==> config.mk <==
export PLATFORM = sky130hd
export DESIGN_NAME = ddr_lite_req_queue
export DESIGN_NICKNAME = d
export VERILOG_FILES = /design/src/rtl/ddr_lite_req_queue.sv
export SDC_FILE = /design/constraint.sdc
export NUM_CORES = 1
export LEC_CHECK = 0
export ABC_CLOCK_PERIOD_IN_PS = 5540
export BUFFER_PORTS_ARGS = -buffer_cell sky130_fd_sc_hd__buf_2
export CORE_UTILIZATION = 41
export CTS_CLUSTER_SIZE = 20
export DETAILED_ROUTE_END_ITERATION = 6
export HOLD_SLACK_MARGIN = 0.05
export PLACE_DENSITY = 0.65
export SYNTH_ARGS = -nofsm -noshare
export SYNTH_HDL_FRONTEND = slang
export SYNTH_SLANG_ARGS = --single-unit
==> constraint.sdc <==
create_clock -name ck -period 5.54 [get_ports ck]
set_input_delay 1.108 -clock ck [delete_from_list [all_inputs] [get_ports ck]]
set_output_delay 1.108 -clock ck [all_outputs]
set_load 0.05 [all_outputs]
==> src/rtl/ddr_lite_req_queue.sv <==
// Request FIFO plus issue FSM for a lightweight DDR controller front end.
// Define DDR_LITE_RDTIMEOUT_EN to add a read watchdog that answers stuck reads with an error response.
module ddr_lite_req_queue #(
    parameter int DATA_W     = 16,
    parameter int APP_AW     = 24,
    parameter int DEPTH      = 4,
    parameter int WR_GAP     = 8,
    parameter int RD_TIMEOUT = 64,
    localparam int DQM_W     = (DATA_W / 8 > 1) ? DATA_W / 8 : 1,
    localparam int LVL_W     = $clog2(DEPTH) + 1
) (
    input  logic              ck,
    input  logic              rst,
    input  logic              req_valid,
    output logic              req_ready,
    input  logic              req_we,
    input  logic [APP_AW-1:0] req_addr,
    input  logic [DATA_W-1:0] req_wdata,
    input  logic [DQM_W-1:0]  req_dqm,
    output logic              rsp_valid,
    input  logic              rsp_ready,
    output logic [DATA_W-1:0] rsp_data,
    output logic              rsp_err,
    output logic              app_req,
    output logic              app_we,
    output logic [APP_AW-1:0] app_addr,
    output logic [DATA_W-1:0] app_wdata,
    output logic [DQM_W-1:0]  app_dqm,
    input  logic [DATA_W-1:0] app_rdata,
    input  logic              app_rvalid,
    output logic [LVL_W-1:0]  level,
    output logic              err_spurious
);

    localparam int PTR_W   = $clog2(DEPTH);
    localparam int ENT_W   = 1 + APP_AW + DATA_W + DQM_W;
    localparam int CNT_MAX = (WR_GAP > RD_TIMEOUT) ? WR_GAP : RD_TIMEOUT;
    localparam int CNT_W   = $clog2(CNT_MAX + 1);

    typedef enum logic [1:0] {IDLE, WR_WAIT, RD_WAIT} state_t;

    logic [ENT_W-1:0]  mem_q [DEPTH];
    logic [PTR_W-1:0]  wr_ptr_q, rd_ptr_q;
    logic [LVL_W-1:0]  level_q, level_d;
    logic              push, pop, empty, full;
    logic [ENT_W-1:0]  head;
    logic              head_we;

    state_t            state_q;
    logic [CNT_W-1:0]  cnt_q;
    logic              app_req_q, app_we_q;
    logic [APP_AW-1:0] app_addr_q;
    logic [DATA_W-1:0] app_wdata_q;
    logic [DQM_W-1:0]  app_dqm_q;
    logic              rsp_valid_q;
    logic [DATA_W-1:0] rsp_data_q;
    logic              err_spurious_q;
`ifdef DDR_LITE_RDTIMEOUT_EN
    logic              rsp_err_q;
`endif

    assign empty   = (level_q == '0);
    assign full    = (level_q == LVL_W'(DEPTH));
    assign push    = req_valid && !full;
    assign head    = mem_q[rd_ptr_q];
    assign head_we = head[ENT_W-1];
    // Reads wait while a response is still pending; writes never do.
    assign pop     = (state_q == IDLE) && !empty && (head_we || !rsp_valid_q);

    always_comb begin
        level_d = level_q;
        case ({push, pop})
            2'b10:   level_d = level_q + LVL_W'(1);
            2'b01:   level_d = level_q - LVL_W'(1);
            default: level_d = level_q;
        endcase
    end

    always_ff @(posedge ck) begin
        if (push) mem_q[wr_ptr_q] <= {req_we, req_addr, req_wdata, req_dqm};
    end

    always_ff @(posedge ck or posedge rst) begin
        if (rst) begin
            wr_ptr_q <= '0;
            rd_ptr_q <= '0;
            level_q  <= '0;
        end else begin
            if (push) wr_ptr_q <= wr_ptr_q + PTR_W'(1);
            if (pop)  rd_ptr_q <= rd_ptr_q + PTR_W'(1);
            level_q <= level_d;
        end
    end

    always_ff @(posedge ck or posedge rst) begin
        if (rst) begin
            state_q        <= IDLE;
            cnt_q          <= '0;
            app_req_q      <= 1'b0;
            app_we_q       <= 1'b0;
            app_addr_q     <= '0;
            app_wdata_q    <= '0;
            app_dqm_q      <= '0;
            rsp_valid_q    <= 1'b0;
            rsp_data_q     <= '0;
            err_spurious_q <= 1'b0;
`ifdef DDR_LITE_RDTIMEOUT_EN
            rsp_err_q      <= 1'b0;
`endif
        end else begin
            app_req_q <= 1'b0;
            if (rsp_valid_q && rsp_ready) rsp_valid_q <= 1'b0;
            if (app_rvalid && state_q != RD_WAIT) err_spurious_q <= 1'b1;
            case (state_q)
                IDLE: begin
                    if (pop) begin
                        app_req_q <= 1'b1;
                        {app_we_q, app_addr_q, app_wdata_q, app_dqm_q} <= head;
                        cnt_q   <= CNT_W'(1);
                        state_q <= head_we ? WR_WAIT : RD_WAIT;
                    end
                end
                WR_WAIT: begin
                    cnt_q <= cnt_q + CNT_W'(1);
                    if (cnt_q == CNT_W'(WR_GAP - 1)) state_q <= IDLE;
                end
                RD_WAIT: begin
                    // Only the first beat is taken; later beats land in IDLE and flag err_spurious.
                    if (app_rvalid) begin
                        rsp_data_q  <= app_rdata;
                        rsp_valid_q <= 1'b1;
`ifdef DDR_LITE_RDTIMEOUT_EN
                        rsp_err_q   <= 1'b0;
`endif
                        state_q     <= IDLE;
                    end
`ifdef DDR_LITE_RDTIMEOUT_EN
                    else if (cnt_q == CNT_W'(RD_TIMEOUT)) begin
                        rsp_data_q  <= '0;
                        rsp_valid_q <= 1'b1;
                        rsp_err_q   <= 1'b1;
                        state_q     <= IDLE;
                    end else begin
                        cnt_q <= cnt_q + CNT_W'(1);
                    end
`endif
                end
                default: state_q <= IDLE;
            endcase
        end
    end

    assign req_ready    = !full;
    assign level        = level_q;
    assign app_req      = app_req_q;
    assign app_we       = app_we_q;
    assign app_addr     = app_addr_q;
    assign app_wdata    = app_wdata_q;
    assign app_dqm      = app_dqm_q;
    assign rsp_valid    = rsp_valid_q;
    assign rsp_data     = rsp_data_q;
    assign err_spurious = err_spurious_q;
`ifdef DDR_LITE_RDTIMEOUT_EN
    assign rsp_err      = rsp_err_q;
`else
    assign rsp_err      = 1'b0;
`endif

endmodule

# Word level (Yosys, flattened, before mapping)
# Memory sizes are Yosys's and may differ from the RTL's.
# Cells that the tools add are included.
# op_classes
add_sub_neg,5
multipliers,0
div_mod_pow,0
order_cmp,0
eq_ne,10
shifts,0
mux,15
n_bitwise,0
n_reduce_logical,17
# ops
operator,count
one-hot mux 7 bit (2 select lines),1
2-to-1 mux 2 bit,4
"!= test 2 bit, second input constant",4
"adder 7 x 1 -> 7 bit, second input constant",1
"== test 7 x 3 -> 1 bit, second input constant",1
2-to-1 mux 1 bit,7
2-to-1 mux 7 bit,1
one-hot mux 2 bit (3 select lines),1
one-hot mux 3 bit (2 select lines),1
AND reduction 2 bit,3
logical AND 1 bit,5
"adder 2 x 1 -> 2 bit, second input constant",2
"== test 2 x 1 -> 1 bit, second input constant",2
"== test 2 bit, second input constant",2
nonzero test 2 bit,2
"adder 3 x 1 -> 3 bit, second input constant",1
"== test 3 bit, second input constant",1
zero test 1 bit,3
zero test 3 bit,1
AND reduction 3 bit,1
"subtractor 3 x 1 -> 3 bit, second input constant",1
zero test 2 bit,1
logical OR 1 bit,1
# word_totals
register_bits,78
latchBits,0
ram_bits,172
romBits,0
out_inout_bits,67
elab_cells,61
mem_count,1
# mem_list
name,words,word_bits,rd,rd_clocked_by_memory_dff,wr,line,source
mem_q,4,43,1,0,1,42,logic [ENT_W-1:0] mem_q [DEPTH];

# Depth between registers and ports, before layout
# Gate-level depths: netlist of run 1.
# depth
depth_word,6
mapped_depth,12
ltp_nobuf,10

# Least setup slack after synthesis of run 1
# OpenSTA, ideal clock, no wires.
# synth_path
path_type,reg-to-reg
start,reg level_q[0] (netlist: level[0])
end,"mem mem_q[0][0] in the netlist's numbering, enable pin"
arrival_ns,2.494
t_required_ns,5.135
slack_ns,2.641
stages_incl_launch_ff,4
path_buffers,0
cell_sequence,dfrtp_1 > inv_1 > nand3_1 > and3_1
# synth_between
elab_chain_len,5
# synth_lines
element,line,source
start: declaration,44,"logic [LVL_W-1:0] level_q, level_d;"
start signal: assignment,91,level_q <= level_d;
== test 3 bit,63,assign full = (level_q == LVL_W'(DEPTH));
zero test 1 bit,--,
named net req_ready,15,"output logic req_ready,"
logical AND 1 bit,64,assign push = req_valid && !full;
2-to-1 mux 1 bit,80,"if (push) mem_q[wr_ptr_q] <= {req_we, req_addr, req_wdata, req_dqm};"
2-to-1 mux 1 bit (implied by the code),80,
end: declaration,42,
# The timed path passes the listed nets, and every way through them passes these cells.

# Final worst setup path of run 1
# layout_path
start,reg rd_ptr_q[0]
end,reg level_q[2] (netlist: level[2])
# layout_between
elab_chain_len,5
word_cells_on_any_way,7
classes_between,2 x eq/ne; 1 x mux; 3 x reduce/logical; 1 x memory
# layout_lines
element,line,source
start: declaration,43,"logic [PTR_W-1:0] wr_ptr_q, rd_ptr_q;"
start signal: assignment,90,if (pop) rd_ptr_q <= rd_ptr_q + PTR_W'(1);
memory read (4 x 43 bit) *,--,
logical OR 1 bit *,68,assign pop = (state_q == IDLE) && !empty && (head_we || !rsp_valid_q);
logical AND 1 bit *,68,
== test 2 x 1 -> 1 bit or == test 2 bit (tied branches),72,"case ({push, pop})"
one-hot mux 3 bit (2 select lines) or nonzero test 2 bit (tied branches),--,
# Every way passes the cells marked *; elsewhere a longest branch is shown, timed or not.
# A chain may end at the register's enable or synchronous reset.

==> flow_summary_export.csv, run 1 <==
group,metric,value,unit
final_layout,drive_gt1_share,43.87,%
timing,post-route-period-util,57.33,%
outcome,outcome,"finished clean",
drt,routed-via-count,4660,
logic_synthesis,synth_fp_nets,529,
placement,gp_congestion,0.7048,
logic_synthesis,yosysSeqAreaShare,73.79,%
setup_path,path_max_fanout,51,
clock_network,clk_pin_slew,0.06,ns
timing,fin_skew,0.01983,ns
logic_synthesis,ys.warnings.count,0,
floorplanning,core-area,22850,um2
global_route,grt_pass1_wl,28.04,mm
final_layout,finalNetCount,672,
logic_synthesis,ys.flop_type,"edfxtp_1",
pwr,leakage,4.369,nW
clock_network,cts_made_buffers,25,
setup_path,crit_path_start_kind,"register",
drt,wire_per_inst,19.12,um
final_layout,areaGrowthSynthToFinish,18.14,%
global_route,antenna_found_initial,2,
floorplanning,ios,131,
final_layout,fin_util,49.87,%
timing,timing.final.crit_period,3.176,ns
drt,detail_route.first_pass.iterations,5,
global_route,gr-total-overflow,0,
timing,drv_slew,0,
drt,drtIter0Drc,234,
drt,postRouteWirelength,17.90,mm
logic_synthesis,syn_inst,458,
logic_synthesis,synth_common_cells,"edfxtp_1 (172), dfrtp_1 (78), mux2_4 (42), mux4_2 (40), mux2_1 (13)",
placement,dp_hpwl,10.63,mm
clock_network,post-cts-setup-buffers,0,
logic_synthesis,syn_area_per_cell,21.06,um2
placement,dp.cells,887,
global_route,first_global_vias,5001,
timing,finalHoldViolations,0,
clock_network,clock_latency,0.52,ns
placement,port_buffers,129,
clock_network,cts_tree,"built",
clock_network,cts_resized,0,
drt,vias_per_cell,4.979,
setup_path,r2r-end,"level[2]",
global_route,grt_util_all_layers,15.30,%
final_layout,final_cells,936,
setup_path,critical_path_class,"register to register",
worst_hold_path,holdPathStages,1,
final_layout,fillers,1898,
timing,grt_setup_unrepaired,"no",
setup_path,end_kind,"register",
logic_synthesis,synth_most_common_cell,"edfxtp_1",
worst_hold_path,min_path_type,"register to register",
logic_synthesis,synth.cell_area,9644,um2
clock_network,cts_hold_buf,0,
timing,tns,0,ns
logic_synthesis,synth-seq-cells,250,
clock_network,cts_num_sinks,250,
global_route,grt_max_degree,79,
timing,maxSlewHeadroom,29.90,%
timing,fmax,314.9,MHz
timing,worstMarginPinSlew,1.052,ns
clock_network,clockBufferDepth,3,
setup_path,crit_required,5.98,ns
setup_path,reg2reg_depth,9,
clock_network,cts-root-buf,"clkbuf_16",
pwr,powerDensity,644.1,nW/um2
job,maxCapViolations,0,
floorplanning,rows,55,
clock_network,cts_htree_levels,1,
drt,drc,0,
logic_synthesis,netlist.area_leader.share,53.55,%
setup_path,rrSetupSlack,2.36,ns
logic_synthesis,synth_cell_types,41,
floorplanning,die_h,155.4,um
pwr,peakVddDrop,419.7,uV
worst_hold_path,hp-start,"err_spurious",
setup_path,timing.rr.start,"rd_ptr_q[0]",
worst_hold_path,min_to,"err_spurious",
logic_synthesis,synth_edf_count,172,
floorplanning,fp.dieW,155.4,um
timing,setup_viol,0,
floorplanning,die_area,24140,um2
drt,ant_nets,0,
setup_path,cp.arrival,3.61,ns
logic_synthesis,synthTopCellsByArea,"edfxtp_1 (54%), dfrtp_1 (20%), mux4_2 (9.3%)",
floorplanning,start_util,42.21,%
logic_synthesis,yosysTopAreaCell,"edfxtp_1",
logic_synthesis,async_flop_share,31.20,%
[area by class of cell]
cell class | count | area [um2] | share of cell area (%)
Antenna cell | 3 | 7.507 | 0.06589
Clock buffer | 33 | 685.7 | 6.018
Clock inverter | 13 | 117.6 | 1.032
Inverter | 10 | 40.04 | 0.3514
Multi-Input combinational cell | 179 | 2338 | 20.52
Sequential cell | 250 | 7122 | 62.51
Tap cell | 313 | 391.6 | 3.437
Timing Repair Buffer | 135 | 690.7 | 6.062
[kinds of logic (layout without fill, tap and decap cells)]
logic type | Yosys count | in the layout | share of synthesized area, %
DFF | 250 | 250 | 73.79
muxes | 105 | 105 | 18.86
and+or+nand+nor | 44 | 44 | 2.517
buffers and inverters | 29 | 191 | 2.128
AOI/OAI and AO/OA | 17 | 17 | 1.220
adders and majority gates | 7 | 7 | 0.9860
xor gates and xnor gates | 5 | 5 | 0.4542
other | 1 | 4 | 0.03888
[worst max-delay path by stage]
stage             endpoint  slack (ns)        start  depth (start not counted)
2_1_floorplan  app_addr[0]        2.44          rst                          1
3_3_place_gp      level[2]        2.33  rd_ptr_q[0]                          9
3_5_place_dp      level[2]        2.30  rd_ptr_q[0]                          9
4_1_cts           level[2]        2.28  rd_ptr_q[0]                          9
5_1_grt           level[2]        2.07  rd_ptr_q[0]                          9
6_report          level[2]        2.36  rd_ptr_q[0]                          9
[worst max-delay path, stage by stage (launching register included)]
cell and delay [ns]:
dfrtp_4 0.70, mux2_4 0.24, or3_4 0.13, o311a_4 0.84, ha_1 0.33, inv_1 0.06
fa_1 0.37, xor2_1 0.16, nor2_1 0.12, xor2_1 0.14
[power breakdown]
group          total [mW]  leakage, nW  switching (mW)  internal [mW]
Combinational        2.85         1.47            1.73           1.12
Clock                1.63        0.397           0.667          0.963
Sequential           2.86         2.51           0.280           2.58
[stage by stage]
stage                     power [mW]  cell area [um2]  setup slack [ns]  hold WS, ns
after floorplan                5.191             9644             2.437       0.5116
after global placement         5.711            10580             2.333       0.4413
after detailed placement       5.794            10580             2.303       0.4602
after CTS                      7.445            11390             2.280       0.4707
after global routing           7.691            11390             2.072       0.4777
final                          7.338            11390             2.364       0.4740
[state kept, by name (all words and copies together) (netlist names), 2 cells and up]
register / cells
state_q: 2
rsp_data: 16
app_addr: 24
mem_q: 172
app_dqm: 2
cnt_q: 7
app_wdata: 16
wr_ptr_q: 2
level: 3
rd_ptr_q: 2
[cell usage in the layout (no fill, tap or decap), drive strengths merged, types with 2 or more instances in the layout]
cell type  count
buf          135
xnor2          3
bufinv         2
o211ai         4
xor2           2
nand3         10
nor2b          3
and3           5
or3            6
nor3           3
o311a          2
clkinv         9
diode          3
o21ai          7
nand2         10
mux2          62
ha             6
inv           11
dfrtp         78
nand2b         3
mux4          42
clkbuf        33
edfxtp       172
[metal layers]
layer	GRT usage (%)	wire, um	vias up
met4	4.342	393	0
met1	20.22	7844	2394
met3	3.705	1060	30
met5	0	0	-
met2	25.26	8599	142
li1	-	-	2094
No activity file was read; power rests on OpenSTA's default activity.
==> run 2: changes to the inputs <==
--- a/config.mk
+++ b/config.mk
@@ -5,13 +5,13 @@
 export SDC_FILE = /design/constraint.sdc
 export NUM_CORES = 1
 export LEC_CHECK = 0
-export ABC_CLOCK_PERIOD_IN_PS = 5540
+export ABC_CLOCK_PERIOD_IN_PS = 2770
 export BUFFER_PORTS_ARGS = -buffer_cell sky130_fd_sc_hd__buf_2
 export CORE_UTILIZATION = 41
 export CTS_CLUSTER_SIZE = 20
 export DETAILED_ROUTE_END_ITERATION = 6
 export HOLD_SLACK_MARGIN = 0.05
-export PLACE_DENSITY = 0.65
+export PLACE_DENSITY = 0.67
 export SYNTH_ARGS = -nofsm -noshare
 export SYNTH_HDL_FRONTEND = slang
 export SYNTH_SLANG_ARGS = --single-unit
==> constraint.sdc (replaced) <==
create_clock -name ck -period 2.77 [get_ports ck]
set_input_delay 0.554 -clock ck [delete_from_list [all_inputs] [get_ports ck]]
set_output_delay 0.554 -clock ck [all_outputs]
set_load 0.05 [all_outputs]
==> flow_summary_export.csv, run 2 (same netlist as run 1, synthesis figures left out) <==
group,metric,value,unit
floorplanning,core-area,22850,um2
placement,port_buffers,129,
final_layout,largest_register,"mem_q",
drt,detail_route.first_pass.iterations,4,
setup_path,critical_path.top_delay_family,"simple AND/OR/NAND/NOR gates",
final_layout,final_cell_mix,"edfxtp_1 (172), buf_2 (129), dfrtp_1 (76), mux2_4 (42), mux4_2 (40)",
global_route,grt_util_all_layers,15.46,%
timing,grt_setup_unrepaired,"no",
global_route,grt_pass1_wl,28.53,mm
setup_path,crit_required,3.21,ns
worst_hold_path,min_path_type,"primary input to async pin",
timing,tns,0,ns
global_route,first_global_vias,5194,
timing,fin_skew,0.01322,ns
global_route,antenna_found_initial,0,
setup_path,cp_slowest_cell,"dfrtp_1",
setup_path,crit_buf_inv,1,
placement,gp_congestion,0.7041,
clock_network,clock_latency,0.52,ns
setup_path,end_kind,"register",
floorplanning,fp.dieW,155.4,um
placement,dp_hpwl,11.02,mm
timing,worstMarginPinSlew,0.8738,ns
setup_path,crit_path_start_kind,"register",
final_layout,drive_gt1_share,44.43,%
final_layout,finalNetCount,678,
clock_network,cts-root-buf,"clkbuf_16",
global_route,gr-total-overflow,0,
clock_network,cts_htree_levels,1,
floorplanning,die_area,24140,um2
drt,routed-via-count,4682,
drt,drc,0,
timing,hold_ws,0.08562,ns
floorplanning,die_h,155.4,um
final_layout,fin_util,51.02,%
global_route,grt_max_degree,51,
drt,vias_per_cell,4.970,
final_layout,largest_register_ffs,172,
floorplanning,ios,131,
drt,ant_nets,0,
drt,drtIter0Drc,215,
setup_path,path_max_fanout,4,
clock_network,post-cts-setup-buffers,0,
timing,timing.final.crit_period,2.309,ns
setup_path,path_cells,"nor3_1 > nor3_1 > o311a_4 > ha_1 > inv_1 > fa_1 > xor2_1 > nor2_1 > xor2_1",
pwr,leakage,4.472,nW
floorplanning,start_util,42.21,%
clock_network,cts_tree,"built",
pwr,powerDensity,1313,nW/um2
final_layout,final_cells,942,
clock_network,clockBufferDepth,3,
job,maxCapViolations,0,
setup_path,critical_path_class,"register to register",
timing,setup_viol,0,
placement,dp.cells,891,
clock_network,cts_resized,0,
pwr,peakVddDrop,785.3,uV
setup_path,rrSetupSlack,0.46,ns
timing,fmax,433.1,MHz
placement,place_area,10690,um2
timing,drv_slew,0,
setup_path,cp.arrival,2.75,ns
clock_network,cts_hold_buf,0,
timing,post-route-period-util,83.36,%
final_layout,areaGrowthSynthToFinish,20.86,%
drt,wire_per_inst,19.08,um
clock_network,clk_pin_slew,0.06,ns
final_layout,final_common_cell,"edfxtp_1",
clock_network,cts_num_sinks,250,
timing,maxSlewHeadroom,41.75,%
final_layout,postLayoutCellArea,11660,um2
setup_path,cp_slowest_stage_delay,0.40,ns
drt,postRouteWirelength,17.98,mm
clock_network,cts_made_buffers,27,
outcome,outcome,"finished clean",
floorplanning,rows,55,
timing,finalHoldViolations,0,
-- run 2: metrics by stage --
step / power [mW] / setup slack (ns)
after CTS: 15.53 / 0.4720
after global routing: 16.06 / 0.2983
after floorplan: 10.37 / 0.04866
final: 15.31 / 0.4610
after detailed placement: 11.65 / 0.4738
after global placement: 11.51 / 0.5168
-- run 2: power breakdown --
| part | switching (mW) | internal [mW] | total [mW] |
|---|---|---|---|
| sequential | 0.482 | 5.15 | 5.63 |
| combinational | 3.54 | 2.31 | 5.85 |
| clock | 1.40 | 2.42 | 3.82 |
-- run 2: area by class of cell --
| class | count | area [um2] |
|---|---|---|
| diodes | 1 | 2.502 |
| clock buffers | 34 | 732.0 |
| clock inverters | 16 | 235.2 |
| fillers | 1906 | 11190 |
| inverters | 10 | 38.79 |
| multi-input cells | 179 | 2338 |
| flip-flops and latches | 250 | 7122 |
| well taps | 313 | 391.6 |
| repair buffers | 139 | 795.8 |
-- run 2: per-layer routing --
layer  up-vias  track usage (%)  wire length [um]
met5         -                0                 0
met4         0            5.042               551
met3        41            3.148               859
met2       137            27.12              9069
met1      2399            19.16              7496
li1       2105                -                 -
-- run 2: worst paths after layout --
kind	startpoint	endpoint	depth (start not counted)
worst max-delay path	level[0]	level[2]	9
worst min-delay path	rst	rsp_data[14]	2
worst max register to register	level[0]	level[2]	9
worst min register to register	err_spurious	err_spurious	1
max in group asynchronous	rst	app_wdata[6]	3
min in group ck	rsp_ready	rsp_valid	2
==> run 3: changes to the inputs <==
--- a/config.mk
+++ b/config.mk
@@ -5,7 +5,8 @@
 export SDC_FILE = /design/constraint.sdc
 export NUM_CORES = 1
 export LEC_CHECK = 0
-export ABC_CLOCK_PERIOD_IN_PS = 2770
+export ABC_AREA = 1
+export ABC_CLOCK_PERIOD_IN_PS = 1900
 export BUFFER_PORTS_ARGS = -buffer_cell sky130_fd_sc_hd__buf_2
 export CORE_UTILIZATION = 41
 export CTS_CLUSTER_SIZE = 20
==> constraint.sdc (replaced) <==
create_clock -name ck -period 1.9 [get_ports ck]
set_input_delay 0.38 -clock ck [delete_from_list [all_inputs] [get_ports ck]]
set_output_delay 0.38 -clock ck [all_outputs]
set_load 0.05 [all_outputs]
==> flow_summary_export.csv, run 3 <==
group,metric,value,unit
drt,wire_per_inst,15.96,um
floorplanning,die_h,157.2,um
final_layout,final_common_cell,"edfxtp_1",
logic_synthesis,syn_area_per_cell,13.03,um2
timing,timing.final.crit_period,1.871,ns
timing,fmax,534.4,MHz
placement,port_buffers,129,
drt,drtIter0Drc,215,
timing,post-route-period-util,98.49,%
logic_synthesis,synth.cell_area,9878,um2
final_layout,final_cell_mix,"edfxtp_1 (172), buf_2 (129), nor2_1 (90), nand2_2 (81), o21ai_0 (81)",
final_layout,register_area,7126,um2
outcome,outcome,"finished clean",
placement,gp_congestion,0.7457,
global_route,first_global_vias,6072,
floorplanning,ios,131,
drt,routed-via-count,6061,
global_route,gr-total-overflow,0,
global_route,antenna_found_initial,2,
logic_synthesis,yosysSeqAreaShare,72.05,%
final_layout,diodes,0,
logic_synthesis,ys.warnings.count,0,
logic_synthesis,synthTopCellsByArea,"edfxtp_1 (52%), dfrtp_1 (20%), nand2_2 (5.1%)",
timing,fin_ws,0.02862,ns
logic_synthesis,netlist.area_leader.share,52.29,%
clock_network,cts_tree,"built",
logic_synthesis,yosysTopAreaCell,"edfxtp_1",
setup_path,end_kind,"register",
logic_synthesis,synth_common_cells,"edfxtp_1 (172), nor2_1 (94), o21ai_0 (83), nand2_1 (82), nand2_2 (80)",
placement,dp.cells,1199,
timing,finalHoldViolations,0,
final_layout,finalNetCount,984,
setup_path,crit_path_start_kind,"register",
drt,vias_per_cell,4.841,
drt,ant_nets,0,
logic_synthesis,ys.flop_type,"edfxtp_1",
placement,dp_hpwl,11.93,mm
logic_synthesis,synth_edf_count,172,
pwr,leakage,4.808,nW
drt,drc,0,
global_route,grt_pass1_wl,31.64,mm
setup_path,rrSetupSlack,0.03,ns
final_layout,areaGrowthSynthToFinish,22.50,%
logic_synthesis,synth_cell_types,32,
logic_synthesis,synth_most_common_cell,"edfxtp_1",
clock_network,clockBufferDepth,3,
floorplanning,die_area,24720,um2
drt,detail_route.first_pass.iterations,4,
clock_network,cts_num_sinks,250,
timing,setup_viol,0,
final_layout,largest_register,"mem_q",
final_layout,final_cells,1252,
clock_network,cts-root-buf,"clkbuf_16",
floorplanning,fp.dieW,157.2,um
clock_network,clock_latency,0.53,ns
final_layout,largest_register_ffs,172,
pwr,power,23.97,mW
final_layout,multi_input_area,2467,um2
setup_path,critical_path_class,"register to register",
logic_synthesis,synth-seq-cells,250,
logic_synthesis,syn_inst,758,
timing,drv_slew,0,
timing,grt_setup_unrepaired,"yes",
timing,maxSlewHeadroom,50.04,%
setup_path,path_max_fanout,3,
pwr,powerDensity,1981,nW/um2
global_route,grt_max_degree,53,
clock_network,cts_made_buffers,26,
floorplanning,start_util,41.96,%
clock_network,cts_htree_levels,1,
clock_network,clk_pin_slew,0.06,ns
final_layout,fillers,2061,
pwr,peakVddDrop,1190,uV
setup_path,cp.arrival,2.26,ns
floorplanning,core-area,23540,um2
setup_path,crit_required,2.29,ns
final_layout,drive_gt1_share,35.05,%
timing,hold_ws,0.06936,ns
timing,worstMarginPinSlew,0.7494,ns
logic_synthesis,async_flop_share,31.20,%
floorplanning,rows,56,
drt,postRouteWirelength,19.98,mm
timing,fin_skew,0.01785,ns
job,maxCapViolations,0,
global_route,grt_util_all_layers,16.73,%
placement,dpl_worst_slack,0.003271,ns
worst_hold_path,min_path_type,"primary input to register",
logic_synthesis,synth_fp_nets,829,
run 3: cell type report:
| type | instances | area share [%] |
|---|---|---|
| clock buffers | 29 | 5.811 |
| flip-flops and latches | 250 | 58.89 |
| well taps | 319 | 3.299 |
| clock inverters | 19 | 2.399 |
| repair buffers | 166 | 8.417 |
| multi-input cells | 445 | 20.39 |
| inverters | 24 | 0.7962 |
run 3: cells by family (layout without fill, tap and decap cells):
| logic type | after synthesis | count (layout) | share of synthesized area [%] |
|---|---|---|---|
| simple gates | 278 | 278 | 13.36 |
| flops | 250 | 250 | 72.05 |
| compound gates | 139 | 139 | 7.714 |
| buf+inv | 63 | 238 | 3.699 |
| mux | 16 | 16 | 1.824 |
| fa+ha+maj | 7 | 7 | 0.9626 |
| xor+xnor | 4 | 4 | 0.3547 |
| other cells | 1 | 1 | 0.03796 |
run 3: final timing paths:
| path | from | to | depth (start not counted) |
|---|---|---|---|
| max in group asynchronous | rst | app_addr[15] | 4 |
| setup / recovery | state_q[0] | level[2] | 11 |
| hold / removal | req_addr[3] | mem_q[2][21] | 1 |
| setup reg to reg | state_q[0] | level[2] | 11 |
| min in group asynchronous | rst | app_wdata[0] | 3 |
| hold reg to reg | err_spurious | err_spurious | 1 |
run 3: critical path, cell delays in order (launching register included):
cell,delay (ns)
dfrtp_1,0.39
inv_2,0.06
nand2_2,0.06
a21oi_4,0.19
nand3_4,0.13
nand2_8,0.08
ha_4,0.11
inv_2,0.03
fa_2,0.34
a21oi_2,0.13
o21ai_1,0.08
xor2_1,0.14
run 3: layer usage:
metal	wire length (um)	vias up	track usage (%)	share of wire [%]
li1	-	2957	-	-
met1	8817	2934	21.26	44
met2	9768	141	29.14	49
met3	1136	25	3.579	5.7
met4	239	4	3.976	1.2
met5	22	-	0	0.11
run 3: stage by stage:
stage	setup TNS (ns)	instance area [um2]	utilization, %
floorplan	-45.51	9951	-
global placement	0	11050	46.95
detailed placement	0	11050	46.95
CTS	0	12080	51.30
global route	-0.2031	12100	51.40
finish	0	12100	51.40
run 3: timing repair:
action	in CTS	in global routing
setup buffers	1	1
setup endpoints to repair	1	29
pin swaps	1	5
hold buffers	2	1
gates resized for setup	1	3
hold endpoints to repair	13	2
run 3: power by group:
part,leakage [nW],internal (mW),switching (mW)
logic,1.83,2.95,7.21
clock network,0.464,3.62,2.08
registers,2.51,7.51,0.602
